File: src/rtl/comparator_4bit.sv
// Registered magnitude comparator: one-hot eq/gt/lt result one cycle after a
// valid sample, plus saturating per-outcome event counters.
module comparator_4bit #(
  parameter int WIDTH     = 4,
  parameter int CNT_WIDTH = 8
) (
  input  logic                 clk,
  input  logic                 rst,
  input  logic                 in_valid,
  input  logic [WIDTH-1:0]     a,
  input  logic [WIDTH-1:0]     b,
  input  logic                 signed_mode,
  input  logic                 cnt_clr,
  output logic                 out_valid,
  output logic                 a_Eq_b,
  output logic                 a_grt_b,
  output logic                 a_less_b,
  output logic [CNT_WIDTH-1:0] eq_count,
  output logic [CNT_WIDTH-1:0] grt_count,
  output logic [CNT_WIDTH-1:0] less_count
);

  // Handshake: a sample is taken on every edge with in_valid=1 (no ready,
  // no backpressure); out_valid is high for exactly the cycle after it.
  localparam logic [CNT_WIDTH-1:0] CntMax = '1;
  localparam logic [CNT_WIDTH-1:0] CntOne = CNT_WIDTH'(1);

  logic                 valid_q, valid_d;
  logic                 eq_q, eq_d;
  logic                 gt_q, gt_d;
  logic                 lt_q, lt_d;
  logic [CNT_WIDTH-1:0] eq_cnt_q, eq_cnt_d;
  logic [CNT_WIDTH-1:0] gt_cnt_q, gt_cnt_d;
  logic [CNT_WIDTH-1:0] lt_cnt_q, lt_cnt_d;

  logic cmp_eq, cmp_gt, cmp_lt;

  always_comb begin
    cmp_eq = (a == b);
    if (signed_mode) begin
      cmp_gt = ($signed(a) > $signed(b));
    end else begin
      cmp_gt = (a > b);
    end
    cmp_lt = !cmp_eq && !cmp_gt;
  end

  always_comb begin
    valid_d  = in_valid;
    eq_d     = eq_q;
    gt_d     = gt_q;
    lt_d     = lt_q;
    eq_cnt_d = eq_cnt_q;
    gt_cnt_d = gt_cnt_q;
    lt_cnt_d = lt_cnt_q;

    // Flags hold their last value through idle cycles.
    if (in_valid) begin
      eq_d = cmp_eq;
      gt_d = cmp_gt;
      lt_d = cmp_lt;
    end

    // Clear takes priority over counting a simultaneous sample.
    if (cnt_clr) begin
      eq_cnt_d = '0;
      gt_cnt_d = '0;
      lt_cnt_d = '0;
    end else if (in_valid) begin
      if (cmp_eq && eq_cnt_q != CntMax) eq_cnt_d = eq_cnt_q + CntOne;
      if (cmp_gt && gt_cnt_q != CntMax) gt_cnt_d = gt_cnt_q + CntOne;
      if (cmp_lt && lt_cnt_q != CntMax) lt_cnt_d = lt_cnt_q + CntOne;
    end
  end

  always_ff @(posedge clk or posedge rst) begin
    if (rst) begin
      valid_q  <= 1'b0;
      eq_q     <= 1'b0;
      gt_q     <= 1'b0;
      lt_q     <= 1'b0;
      eq_cnt_q <= '0;
      gt_cnt_q <= '0;
      lt_cnt_q <= '0;
    end else begin
      valid_q  <= valid_d;
      eq_q     <= eq_d;
      gt_q     <= gt_d;
      lt_q     <= lt_d;
      eq_cnt_q <= eq_cnt_d;
      gt_cnt_q <= gt_cnt_d;
      lt_cnt_q <= lt_cnt_d;
    end
  end

  assign out_valid  = valid_q;
  assign a_Eq_b     = eq_q;
  assign a_grt_b    = gt_q;
  assign a_less_b   = lt_q;
  assign eq_count   = eq_cnt_q;
  assign grt_count  = gt_cnt_q;
  assign less_count = lt_cnt_q;

endmodule

File: config.mk
export PLATFORM = sky130hd
export DESIGN_NAME = comparator_4bit
export DESIGN_NICKNAME = d
export VERILOG_FILES = /design/src/rtl/comparator_4bit.sv
export SDC_FILE = /design/constraint.sdc
export NUM_CORES = 1
export LEC_CHECK = 0
export ABC_CLOCK_PERIOD_IN_PS = 2200
export CAP_MARGIN = 20
export CORE_MARGIN = 2
export CORE_UTILIZATION = 48
export DETAILED_ROUTE_END_ITERATION = 8
export GPL_TIMING_DRIVEN = 0
export HOLD_SLACK_MARGIN = 0.05
export PLACE_DENSITY = 0.79
export RECOVER_POWER = 25
export SLEW_MARGIN = 20
export SYNTH_ARGS = -nofsm -noshare
export SYNTH_HDL_FRONTEND = slang
export SYNTH_SLANG_ARGS = --single-unit
File: constraint.sdc
create_clock -name clk -period 2.2 [get_ports clk]
set_input_delay 0.33 -clock clk [delete_from_list [all_inputs] [get_ports clk]]
set_output_delay 0.33 -clock clk [all_outputs]
set_load 0.03 [all_outputs]
== After elaboration in Yosys (flattened, before gate mapping) ==
Index checks and enable logic that the tools add are counted.

* Flip-flop bits (word level): 28
* Word-level logic and storage cells: 39
* Output and inout bits: 28
* Bits of input ports: 13

* Add/sub/neg operators: 3
* Reductions and logical operators: 13
* Muxes and demuxes: 10
* Eq/ne operators: 4
* Magnitude comparators: 2

{| class="wikitable"
|+ Operator list
! operator !! number
|-
| 2-to-1 mux 8 bit || 9
|-
| adder 8 x 1 -> 8 bit (second input constant) || 3
|-
| inequality test 8 bit (second input constant) || 3
|-
| greater-than comparator 4 bit || 2
|-
| nonzero test 2 bit || 4
|-
| AND reduction 2 bit || 3
|-
| equality test 4 bit || 1
|-
| logical AND 1 bit || 4
|-
| logical NOT 1 bit || 2
|-
| 2-to-1 mux 1 bit || 1
|}

== Depth between registers and ports, before layout ==
Gate-level depths: netlist of run 1.

* Word-level depth: 8
* Gate-level depth with buffers: 8
* Depth with buffers taken out: 7

== Least setup slack after synthesis of run 1 ==
OpenSTA, ideal clock, no wires.

* Path type: input to register
* Start: input port b[3]
* End: register lt_cnt_q[5] (netlist: less_count[5])
* Cell stages on the path: 7
* Required time: 2.075 ns
* Path slack: 0.216 ns
* Library setup time: 0.125 ns
* Arrival: 1.860 ns
* Path through: inv_1 -> ha_1 -> and4_4 -> nand2b_4 -> or3_4 -> nor3_1 -> mux2_2

* Longest elaborated chain between the ends: 7

{| class="wikitable"
|+ Ends and longest elaborated chain
! item !! line !! source
|-
| start, declared || 11 || <nowiki>input logic [WIDTH-1:0] b,</nowiki>
|-
| greater-than comparator 4 bit, on equally long branches || 43, 41 ||
|-
| 2-to-1 mux 1 bit || 40 || <nowiki>if (signed_mode) begin</nowiki>
|-
| logical NOT 1 bit || 45 || <nowiki>cmp_lt = !cmp_eq && !cmp_gt;</nowiki>
|-
| logical AND 1 bit * || 45 ||
|-
| logical AND 1 bit * || 72 || <nowiki>if (cmp_lt && lt_cnt_q != CntMax) lt_cnt_d = lt_cnt_q + CntOne;</nowiki>
|-
| nonzero test 2 bit (no source line) * || -- ||
|-
| AND reduction 2 bit (no source line) * || -- ||
|-
| end signal, assigned || 92 || <nowiki>lt_cnt_q <= lt_cnt_d;</nowiki>
|-
| end, declared || 34 || <nowiki>logic [CNT_WIDTH-1:0] lt_cnt_q, lt_cnt_d;</nowiki>
|}

Every way passes the cells marked *; elsewhere a longest branch is shown, timed or not.
A chain may end at the register's enable or synchronous reset.

== Final worst setup path of run 1 ==
* Start: input port a[0]
* End: register lt_cnt_q[7] (netlist: less_count[7])

* Longest elaborated chain between the ends: 7

{| class="wikitable"
|+ Ends and longest elaborated chain
! item !! line !! source
|-
| start, declared || 10 || <nowiki>input logic [WIDTH-1:0] a,</nowiki>
|-
| greater-than comparator 4 bit, on equally long branches || 43, 41 ||
|-
| 2-to-1 mux 1 bit || 40 ||
|-
| logical NOT 1 bit || 45 ||
|-
| logical AND 1 bit * || 45 ||
|-
| logical AND 1 bit * || 72 ||
|-
| nonzero test 2 bit (no source line) * || -- ||
|-
| AND reduction 2 bit (no source line) * || -- ||
|}

Marks and branches as above.

==> results of run 1 <==
registers in the layout, indices dropped and copies added (netlist names):
| signal | flops |
|---|---|
| less_count | 8 |
| a_less_b | 1 |
| eq_count | 8 |
| a_grt_b | 1 |
| a_Eq_b | 1 |
| out_valid | 1 |
| grt_count | 8 |
path summary, 6_finish.rpt:
| check | endpoint | from | slack (ns) | cells after the start |
|---|---|---|---|---|
| max | less_count[7]$_DFFE_PP0P_ | a[0] | 0.03 | 8 |
| min | grt_count[3]$_DFFE_PP0P_ | rst | 0.36 | 2 |
| max reg2reg | less_count[7]$_DFFE_PP0P_ | less_count[0]$_DFFE_PP0P_ | 0.27 | 6 |
| min reg2reg | a_Eq_b$_DFFE_PP0P_ | a_Eq_b$_DFFE_PP0P_ | 0.51 | 1 |
| max in group asynchronous | less_count[6]$_DFFE_PP0P_ | rst | 1.46 | 2 |
| min in group clk | a_Eq_b$_DFFE_PP0P_ | a_Eq_b$_DFFE_PP0P_ | 0.51 | 1 |
cell usage in the layout, fill, tap and decap left out, types with 2 or more instances in the layout:
| master | n |
|---|---|
| ha_4 | 2 |
| nor4_1 | 3 |
| a211oi_1 | 2 |
| nand2_1 | 12 |
| ha_1 | 5 |
| mux2i_1 | 3 |
| or4_1 | 2 |
| nor2b_1 | 7 |
| nor2_1 | 18 |
| o31ai_1 | 2 |
| buf_6 | 2 |
| a21oi_2 | 4 |
| or3_1 | 3 |
| or3_4 | 2 |
| and2_1 | 2 |
| a21oi_1 | 4 |
| nand3_1 | 7 |
| dfrtp_1 | 28 |
| buf_4 | 2 |
| o21ai_0 | 5 |
| inv_1 | 7 |
| or4_4 | 2 |
| nand2b_1 | 4 |
| nand4_1 | 7 |
| dlymetal6s2s_1 | 2 |
| inv_2 | 2 |
| clkdlybuf4s50_1 | 38 |
| xor2_1 | 5 |
| mux2_2 | 4 |
| clkbuf_4 | 3 |
| buf_2 | 2 |
| nor3_1 | 3 |
| clkbuf_1 | 4 |
cell usage after synthesis, drive strengths merged, types with 5 or more instances:
library cell,n,share of area
nand3,7,0.022
nor2b,8,0.031
nor2,18,0.042
nand2,12,0.028
nand4,7,0.027
dfrtp,28,0.44
o21ai,5,0.016
inv,9,0.021
or3,5,0.023
a21oi,8,0.025
xor2,5,0.027
nand2b,5,0.024
mux2,5,0.035
ha,7,0.055
metal layers:
layer / up-vias / GRT usage / wire length, µm
met5: - / 0 / 0
met4: 0 / 0.1003 / 17
met2: 28 / 0.3489 / 1958
met3: 2 / 0.02101 / 125
met1: 702 / 0.2747 / 1622
li1: 693 / - / -
through the flow:
step	hold slack, ns	std cells
after floorplan	0.3614	168
after global placement	0.4621	252
after detailed placement	0.4807	252
after CTS	0.5140	257
after global routing	0.3875	260
final	0.3551	260
cells by family after synthesis:
kind of cell | Yosys count | synth area share
AO/OA/AOI/OAI | 25 | 0.1082
XOR/XNOR | 6 | 0.03294
adder cells (fa/ha/maj) | 7 | 0.05490
buffers and inverters | 15 | 0.04078
flip-flops | 28 | 0.4392
multiplexers | 8 | 0.05412
AND/OR/NAND/NOR | 79 | 0.2698
power groups by stage:
stage,sequential [mW],clock (mW),combinational [mW]
6_report,0.547,0.255,0.234
3_5_place_dp,0.557,0,0.201
2_1_floorplan,0.586,0,0.0898
5_1_grt,0.550,0.285,0.254
3_3_place_gp,0.556,0,0.196
4_1_cts,0.547,0.263,0.212
timing repair:
| action | in CTS | in global routing |
|---|---|---|
| cloned | 0 | 2 |
| pin swaps | 5 | 9 |
| endpoints found under the setup margin | 2 | 14 |
| buffers inserted | 1 | 1 |
| resized for setup | 4 | 12 |
worst max-delay path: cells and delay by family:
family	cells	cell delay [ns]
simple gates	4	1.18
buf+inv	2	0.49
fa+ha+maj	1	0.28
compound gates	1	0.16
layout make-up:
class	instances	area share
flip-flops and latches	28	0.3198
inverters	9	0.01542
multi-input cells	125	0.4095
plain buffers	6	0.01713
well taps	44	0.02513
clock buffers	4	0.01656
repair buffers	44	0.1965
==> results.json, run 1 <==
{
  "run_status": "complete, no violations",
  "crit_fanout": 7,
  "worstPathRequired_ns": 2.46,
  "grt_pass1_wl_mm": 5.954,
  "min_period_ns": 2.172,
  "syn-mean-instance-area_um2": 9.496,
  "core_area_mm2": 0.003103,
  "synth-edff-count": 0,
  "first_global_vias": 1356,
  "fin_crit_sh": 0.9872,
  "crit_chain": "clkdlybuf4s50_1, inv_1, ha_1, and4_4, nand2b_4, or3_4, or4_4, a21oi_2",
  "drt_iter0_markers": 95,
  "max_slew_margin": 0.6044,
  "postLayoutCoreUtil": 0.7060,
  "wl_per_cell_um": 14.32,
  "die_h_um": 61.65,
  "die_w_um": 61.65,
  "ir_drop_mv": 0.3185,
  "port_buffers": 40,
  "cts.path.max_buffers": 2,
  "slowest_delay_ns": 0.45,
  "hold_viol_final": 0,
  "drv_cap": 0,
  "num_antenna_cells": 0,
  "start_kind": "input port",
  "pre_cts_ws_ns": -0.3780,
  "fillCellCount": 271,
  "pin_count": 41,
  "syn_nets": 188,
  "yosysWarnings": 0,
  "grtUsageTotal": 0.2100,
  "h-tree-depth": 1,
  "synthesis.area_mm2": 0.001595,
  "seq_area_um2": 700.7,
  "slew_viol_final": 0,
  "setup_slack_ns": 0.02821,
  "cts_tree": "done",
  "power.leakage_nw": 0.8816,
  "swShare": 0.2851,
  "setup_viol": 0,
  "vias_per_cell": 5.481,
  "cts_hold_buffers": 0,
  "crit_slowest_cell": "clkdlybuf4s50_1",
  "comb_power_share": 0.226,
  "power.density_mw_per_mm2": 473.2,
  "crit_type": "in2reg",
  "grt_max_degree": 29,
  "start_util": 0.5141,
  "ys_types": 41,
  "max_freq_mhz": 460.4,
  "gp_congestion": 0.8382,
  "cell_internal_pwr_mw": 0.7412,
  "tns_ns": 0,
  "multiInputGateArea_um2": 897.1,
  "grt-ovfl-total": 0,
  "antenna_found_initial": 0,
  "num_vias": 1425,
  "cts_root_buf": "clkbuf_4",
  "async_flop_share": 1.000,
  "final.setup_skew_ns": 0.006351,
  "placed_area_mm2": 0.002051,
  "netlist_instances": 168,
  "rows": 20,
  "worstMarginPinSlew_ns": 0.5934,
  "pwr-share-seq": 0.528,
  "dp_hpwl_mm": 2.590,
  "clkPwrFrac": 0.246,
  "p_total_mw": 1.037,
  "drt_pass1_iterations": 4,
  "synth_flop_cell": "dfrtp_1",
  "cts_sinks": 28,
  "nNetsFinal": 237,
  "dieArea_mm2": 0.003801,
  "crit_arrival_ns": 2.43,
  "end_kind": "register",
  "syn2layout_area_growth_pct": 37.33,
  "drc_errors": 0,
  "fin_area_mm2": 0.002191,
  "clock_latency_ns": 0.33,
  "path_clk_slew_ns": 0.15,
  "wirelength_mm": 3.724,
  "antenna_left": 0,
  "hold_path.class": "in2async",
  "cts_buffers": 3,
  "drive_above_1_share": 0.1481,
  "p_sw_mw": 0.2956,
  "ys_ff_latch": 28,
  "yosysSeqAreaShare": 0.4392
}
(Power assumes the default switching activity.)
==> run 2: changes to the inputs <==
CORE_MARGIN = not set   (was 2)
SLEW_MARGIN = 25   (was 20)
==> run 2 against run 1 <==
Hold slack better by 0.16 ns. Routed wire length grew 9.7%. Setup slack better by 0.011 ns. Die area shrank 6.4%. Critical path depth up 1. Sequential share of layout area decreased by 0.78 points. Critical path type unchanged.
==> results.json, run 2 (synthesized netlist as in run 1, its figures left out) <==
{
  "swShare": 0.2721,
  "worstPathRequired_ns": 2.47,
  "final_cell_count_no_fill": 261,
  "max_freq_mhz": 462.8,
  "antenna_left": 0,
  "die_w_um": 59.65,
  "pin_count": 41,
  "final_common_cell": "clkdlybuf4s50_1",
  "drt_pass1_iterations": 5,
  "hold_viol_final": 0,
  "grt_pass1_wl_mm": 6.299,
  "dp_hpwl_mm": 2.839,
  "rows": 20,
  "drive_above_1_share": 0.1751,
  "nNetsFinal": 238,
  "path_clk_slew_ns": 0.16,
  "dieArea_mm2": 0.003558,
  "h-tree-depth": 1,
  "die_h_um": 59.65,
  "crit_type": "in2reg",
  "comb_power_share": 0.213,
  "port_buffers": 40,
  "fin_crit_sh": 0.9822,
  "fillCellCount": 252,
  "drc_errors": 0,
  "multiInputGateArea_um2": 923.4,
  "grt_use_met2": 0.4381,
  "cts_tree": "done",
  "run_status": "complete, no violations",
  "num_antenna_cells": 0,
  "cell_internal_pwr_mw": 0.8270,
  "drv_cap": 0,
  "setup_viol": 0,
  "crit_fanout": 6,
  "first_global_vias": 1403,
  "end_kind": "register",
  "cts_buffers": 3,
  "grt_max_degree": 29,
  "wl_per_cell_um": 15.65,
  "core_area_mm2": 0.003103,
  "crit_arrival_ns": 2.43,
  "pwr-share-seq": 0.482,
  "grt_use_met1": 0.2798,
  "wirelength_mm": 4.085,
  "num_vias": 1441,
  "r2r_start": "less_count[0]$_DFFE_PP0P_",
  "hold_path.class": "reg2reg",
  "cts_sinks": 28,
  "power.density_mw_per_mm2": 505.9,
  "grt-busiest-layer": "met2",
  "clkPwrFrac": 0.304,
  "reg2regPathDepth": 6,
  "drt_iter0_markers": 86,
  "final_cell_mix": "38 x clkdlybuf4s50_1, 28 x dfrtp_1, 18 x nor2_1",
  "cts.path.max_buffers": 2,
  "fin_area_mm2": 0.002246,
  "crit_start": "b[3]",
  "placedCellCount": 252,
  "seq_area_um2": 700.7,
  "grt-ovfl-total": 0,
  "r2r-end": "less_count[7]$_DFFE_PP0P_",
  "grtUsageTotal": 0.2378,
  "vias_per_cell": 5.521,
  "antenna_found_initial": 0,
  "final.setup_skew_ns": 0.003375,
  "placed_area_mm2": 0.002051,
  "clock_latency_ns": 0.33,
  "worstMarginPinSlew_ns": 1.074,
  "critPathCapture": "less_count[7]$_DFFE_PP0P_",
  "start_kind": "input port",
  "grt_util_met3": 0.02814,
  "power.leakage_nw": 0.8894,
  "fin_hold_ws_ns": 0.5155,
  "p_sw_mw": 0.3092,
  "syn2layout_area_growth_pct": 40.78,
  "cts_root_buf": "clkbuf_4",
  "start_util": 0.5141,
  "max_slew_margin": 0.2834,
  "min_period_ns": 2.161,
  "ir_drop_mv": 0.3903,
  "gp_congestion": 0.8488,
  "r2r_slack_ns": 0.30,
  "slew_viol_final": 0
}
==> run 2: metal layers <==
metal | up-vias | part of all wire
li1 | 693 | -
met5 | - | 0
met3 | 6 | 0.033
met2 | 31 | 0.53
met4 | 0 | 0.013
met1 | 711 | 0.42
==> run 2: power by group through the flow <==
stage	sequential [mW]	combinational (mW)	clock, mW
after detailed placement	0.557	0.205	0
after global routing	0.550	0.262	0.366
final	0.548	0.243	0.346
after floorplan	0.586	0.0898	0
after global placement	0.556	0.197	0
after CTS	0.547	0.210	0.352
==> run 2: layout make-up <==
class                      count  area share
tap                           44     0.02451
sequential                    28      0.3120
clock buffer                   3     0.01003
clock inverter                 1     0.01337
inverter                       9     0.01504
timing repair buffer          45      0.1972
multi-input combinational    125      0.4111
buffer                         6     0.01671
==> run 2: how the worst min path moves through the flow <==
stage	from	end	depth (start not counted)
floorplan	in_valid	out_valid$_DFF_PP0_	0
global placement	a_Eq_b$_DFFE_PP0P_	a_Eq_b$_DFFE_PP0P_	1
detailed placement	a_Eq_b$_DFFE_PP0P_	a_Eq_b$_DFFE_PP0P_	1
CTS	rst	eq_count[1]$_DFFE_PP0P_	2
global route	a_Eq_b$_DFFE_PP0P_	a_Eq_b$_DFFE_PP0P_	1
finish	a_Eq_b$_DFFE_PP0P_	a_Eq_b$_DFFE_PP0P_	1
==> run 2: timing repair <==
action,in CTS,in global routing
hold buffers,0,0
buffers inserted,0,5
resized for setup,1,22
pin swaps,0,10
endpoints found under the setup margin,8,13
==> run 2: critical path: stages <==
cell	delay, ns
clkdlybuf4s50_1	0.46
inv_1	0.07
ha_4	0.29
nor2b_1	0.06
a211oi_2	0.29
a21oi_2	0.14
buf_6	0.16
or4_4	0.51
a21oi_2	0.13
==> run 2: per-stage QoR <==
| stage | util | TNS, ns | total power [mW] | worst slack [ns] |
|---|---|---|---|---|
| floorplan | - | 0 | 0.6756 | 0.2156 |
| global placement | 0.6609 | -4.950 | 0.7522 | -0.3517 |
| detailed placement | 0.6609 | -6.449 | 0.7623 | -0.4169 |
| CTS | 0.6819 | -0.006833 | 1.109 | -0.006833 |
| global route | 0.7238 | -0.07940 | 1.177 | -0.03431 |
| finish | 0.7238 | 0 | 1.136 | 0.03918 |
==> run 3: changes to the inputs <==
CORE_UTILIZATION = 50   (was 48)
CTS_BUF_LIST = sky130_fd_sc_hd__clkbuf_4 sky130_fd_sc_hd__clkbuf_8   (was not set)
PLACE_DENSITY = 0.81   (was 0.79)
==> run 3 against run 2 <==
Critical path depth fell by 1. Design area fell by 2.1%. Clock power fell by 1%. The flow now finishes with violations (negative setup slack).
==> results.json, run 3 (synthesized netlist as in run 1, its figures left out) <==
{
  "run_status": "complete, but fails checks",
  "violations": "negative setup slack",
  "slew_viol_final": 0,
  "setup_viol": 2,
  "antenna_left": 0,
  "drt_iter0_markers": 69,
  "crit_family": "simple AND/OR/NAND/NOR gates",
  "clkPwrFrac": 0.305,
  "path_clk_slew_ns": 0.15,
  "p_sw_mw": 0.2989,
  "worstPathRequired_ns": 2.46,
  "clock_latency_ns": 0.33,
  "r2r_slack_ns": 0.29,
  "r2r_start": "less_count[0]$_DFFE_PP0P_",
  "cts_buffers": 3,
  "placed_area_mm2": 0.002051,
  "reg2regPathDepth": 6,
  "final_common_cell": "clkdlybuf4s50_1",
  "max_slew_margin": 0.2996,
  "drt_pass1_iterations": 4,
  "cell_internal_pwr_mw": 0.8234,
  "syn2layout_area_growth_pct": 37.88,
  "cts.path.max_buffers": 2,
  "cts_sinks": 28,
  "num_antenna_cells": 0,
  "end_kind": "register",
  "max_freq_mhz": 449.7,
  "cts_tree": "done",
  "ir_drop_mv": 0.3155,
  "h-tree-depth": 1,
  "drc_errors": 0,
  "fin_crit_sh": 1.011,
  "power.density_mw_per_mm2": 510.2,
  "slowest_delay_ns": 0.50,
  "num_vias": 1476,
  "gp_congestion": 0.8295,
  "port_buffers": 40,
  "comb_power_share": 0.207,
  "start_util": 0.5269,
  "die_h_um": 58.49,
  "crit_cells": 8,
  "grtUsageTotal": 0.2306,
  "final.setup_skew_ns": 0.001548,
  "vias_per_cell": 5.699,
  "grt_max_degree": 29,
  "first_global_vias": 1449,
  "pin_count": 41,
  "crit_type": "in2reg",
  "antenna_found_initial": 0,
  "wl_per_cell_um": 14.99,
  "hold_path.class": "reg2reg",
  "crit_fanout": 7,
  "grt_pass1_wl_mm": 6.030,
  "rows": 20,
  "cts_hold_buffers": 0,
  "crit_arrival_ns": 2.49,
  "dieArea_mm2": 0.003421,
  "fin_area_mm2": 0.002200,
  "final_cell_mix": "38 x clkdlybuf4s50_1, 28 x dfrtp_1, 18 x nor2_1",
  "start_kind": "input port",
  "critPathCapture": "less_count[4]$_DFFE_PP0P_",
  "nNetsFinal": 236,
  "min_period_ns": 2.224,
  "final_cell_count_no_fill": 259,
  "pwr-share-seq": 0.488,
  "hold_viol_final": 0,
  "swShare": 0.2663,
  "die_w_um": 58.49,
  "fillCellCount": 238,
  "crit_slowest_cell": "or4_1",
  "power.leakage_nw": 0.8691,
  "drv_cap": 0,
  "cts_root_buf": "clkbuf_4",
  "core_area_mm2": 0.003028,
  "crit_start": "a[0]",
  "wirelength_mm": 3.883,
  "critPathBufInv": 2,
  "r2r-end": "less_count[4]$_DFFE_PP0P_",
  "setup_slack_ns": -0.02351,
  "grt-ovfl-total": 0,
  "placedCellCount": 252,
  "drive_above_1_share": 0.1349,
  "crit_chain": "clkdlybuf4s50_1, inv_1, ha_1, and4_4, nand2b_4, or2_1, or4_1, a21oi_1",
  "min_from": "a_Eq_b$_DFFE_PP0P_",
  "worstMarginPinSlew_ns": 1.049,
  "dp_hpwl_mm": 2.679
}
==> run 3: worst min-delay path by stage <==
stage,endpoint,cells past startpoint
after global routing,eq_count[6]$_DFFE_PP0P_,1
after CTS,grt_count[6]$_DFFE_PP0P_,2
after floorplan,out_valid$_DFF_PP0_,0
after detailed placement,a_Eq_b$_DFFE_PP0P_,1
after global placement,a_Eq_b$_DFFE_PP0P_,1
final,a_Eq_b$_DFFE_PP0P_,1
==> run 3: power groups by stage <==
stage / clock network [mW] / registers, mW / logic, mW
floorplan: 0 / 0.586 / 0.0898
global placement: 0 / 0.556 / 0.196
detailed placement: 0 / 0.558 / 0.200
CTS: 0.354 / 0.548 / 0.202
global route: 0.372 / 0.550 / 0.252
finish: 0.342 / 0.548 / 0.232
==> run 3: area by class of cell <==
type | count | area (µm²) | share of cell area
inverter | 9 | 33.78 | 0.01536
multi-input combinational | 125 | 899.6 | 0.4090
clock buffer | 3 | 22.52 | 0.01024
clock inverter | 1 | 30.03 | 0.01365
buffer | 6 | 37.54 | 0.01706
tap | 44 | 55.05 | 0.02503
timing repair buffer | 43 | 420.4 | 0.1911
sequential | 28 | 700.7 | 0.3185
==> run 3: through the flow <==
stage	TNS [ns]	utilization	power [mW]	worst slack, ns	hold slack, ns
final	-0.03995	0.7264	1.122	-0.02351	0.5133
after floorplan	0	-	0.6756	0.2156	0.3614
after global routing	-0.3328	0.7264	1.174	-0.05505	0.5446
after detailed placement	-5.832	0.6773	0.7580	-0.3923	0.4808
after CTS	-0.009392	0.6963	1.104	-0.008940	0.3561
after global placement	-4.801	0.6773	0.7518	-0.3471	0.4648
==> run 3: metal layers <==
metal  wire [µm]  part of all wire  vias to the layer above  track usage
li1            -                 -                      692            -
met1        1581              0.41                      734       0.2556
met2        2083              0.54                       39       0.4269
met3         116             0.030                       11      0.02418
met4         102             0.026                        0       0.1327
met5           0                 0                        -            0
==> run 3: repair_timing <==
item,in CTS,in global routing
cloned,0,1
buffers inserted,0,2
pin swaps,0,8
resized for setup,1,13
endpoints found under the setup margin,3,13
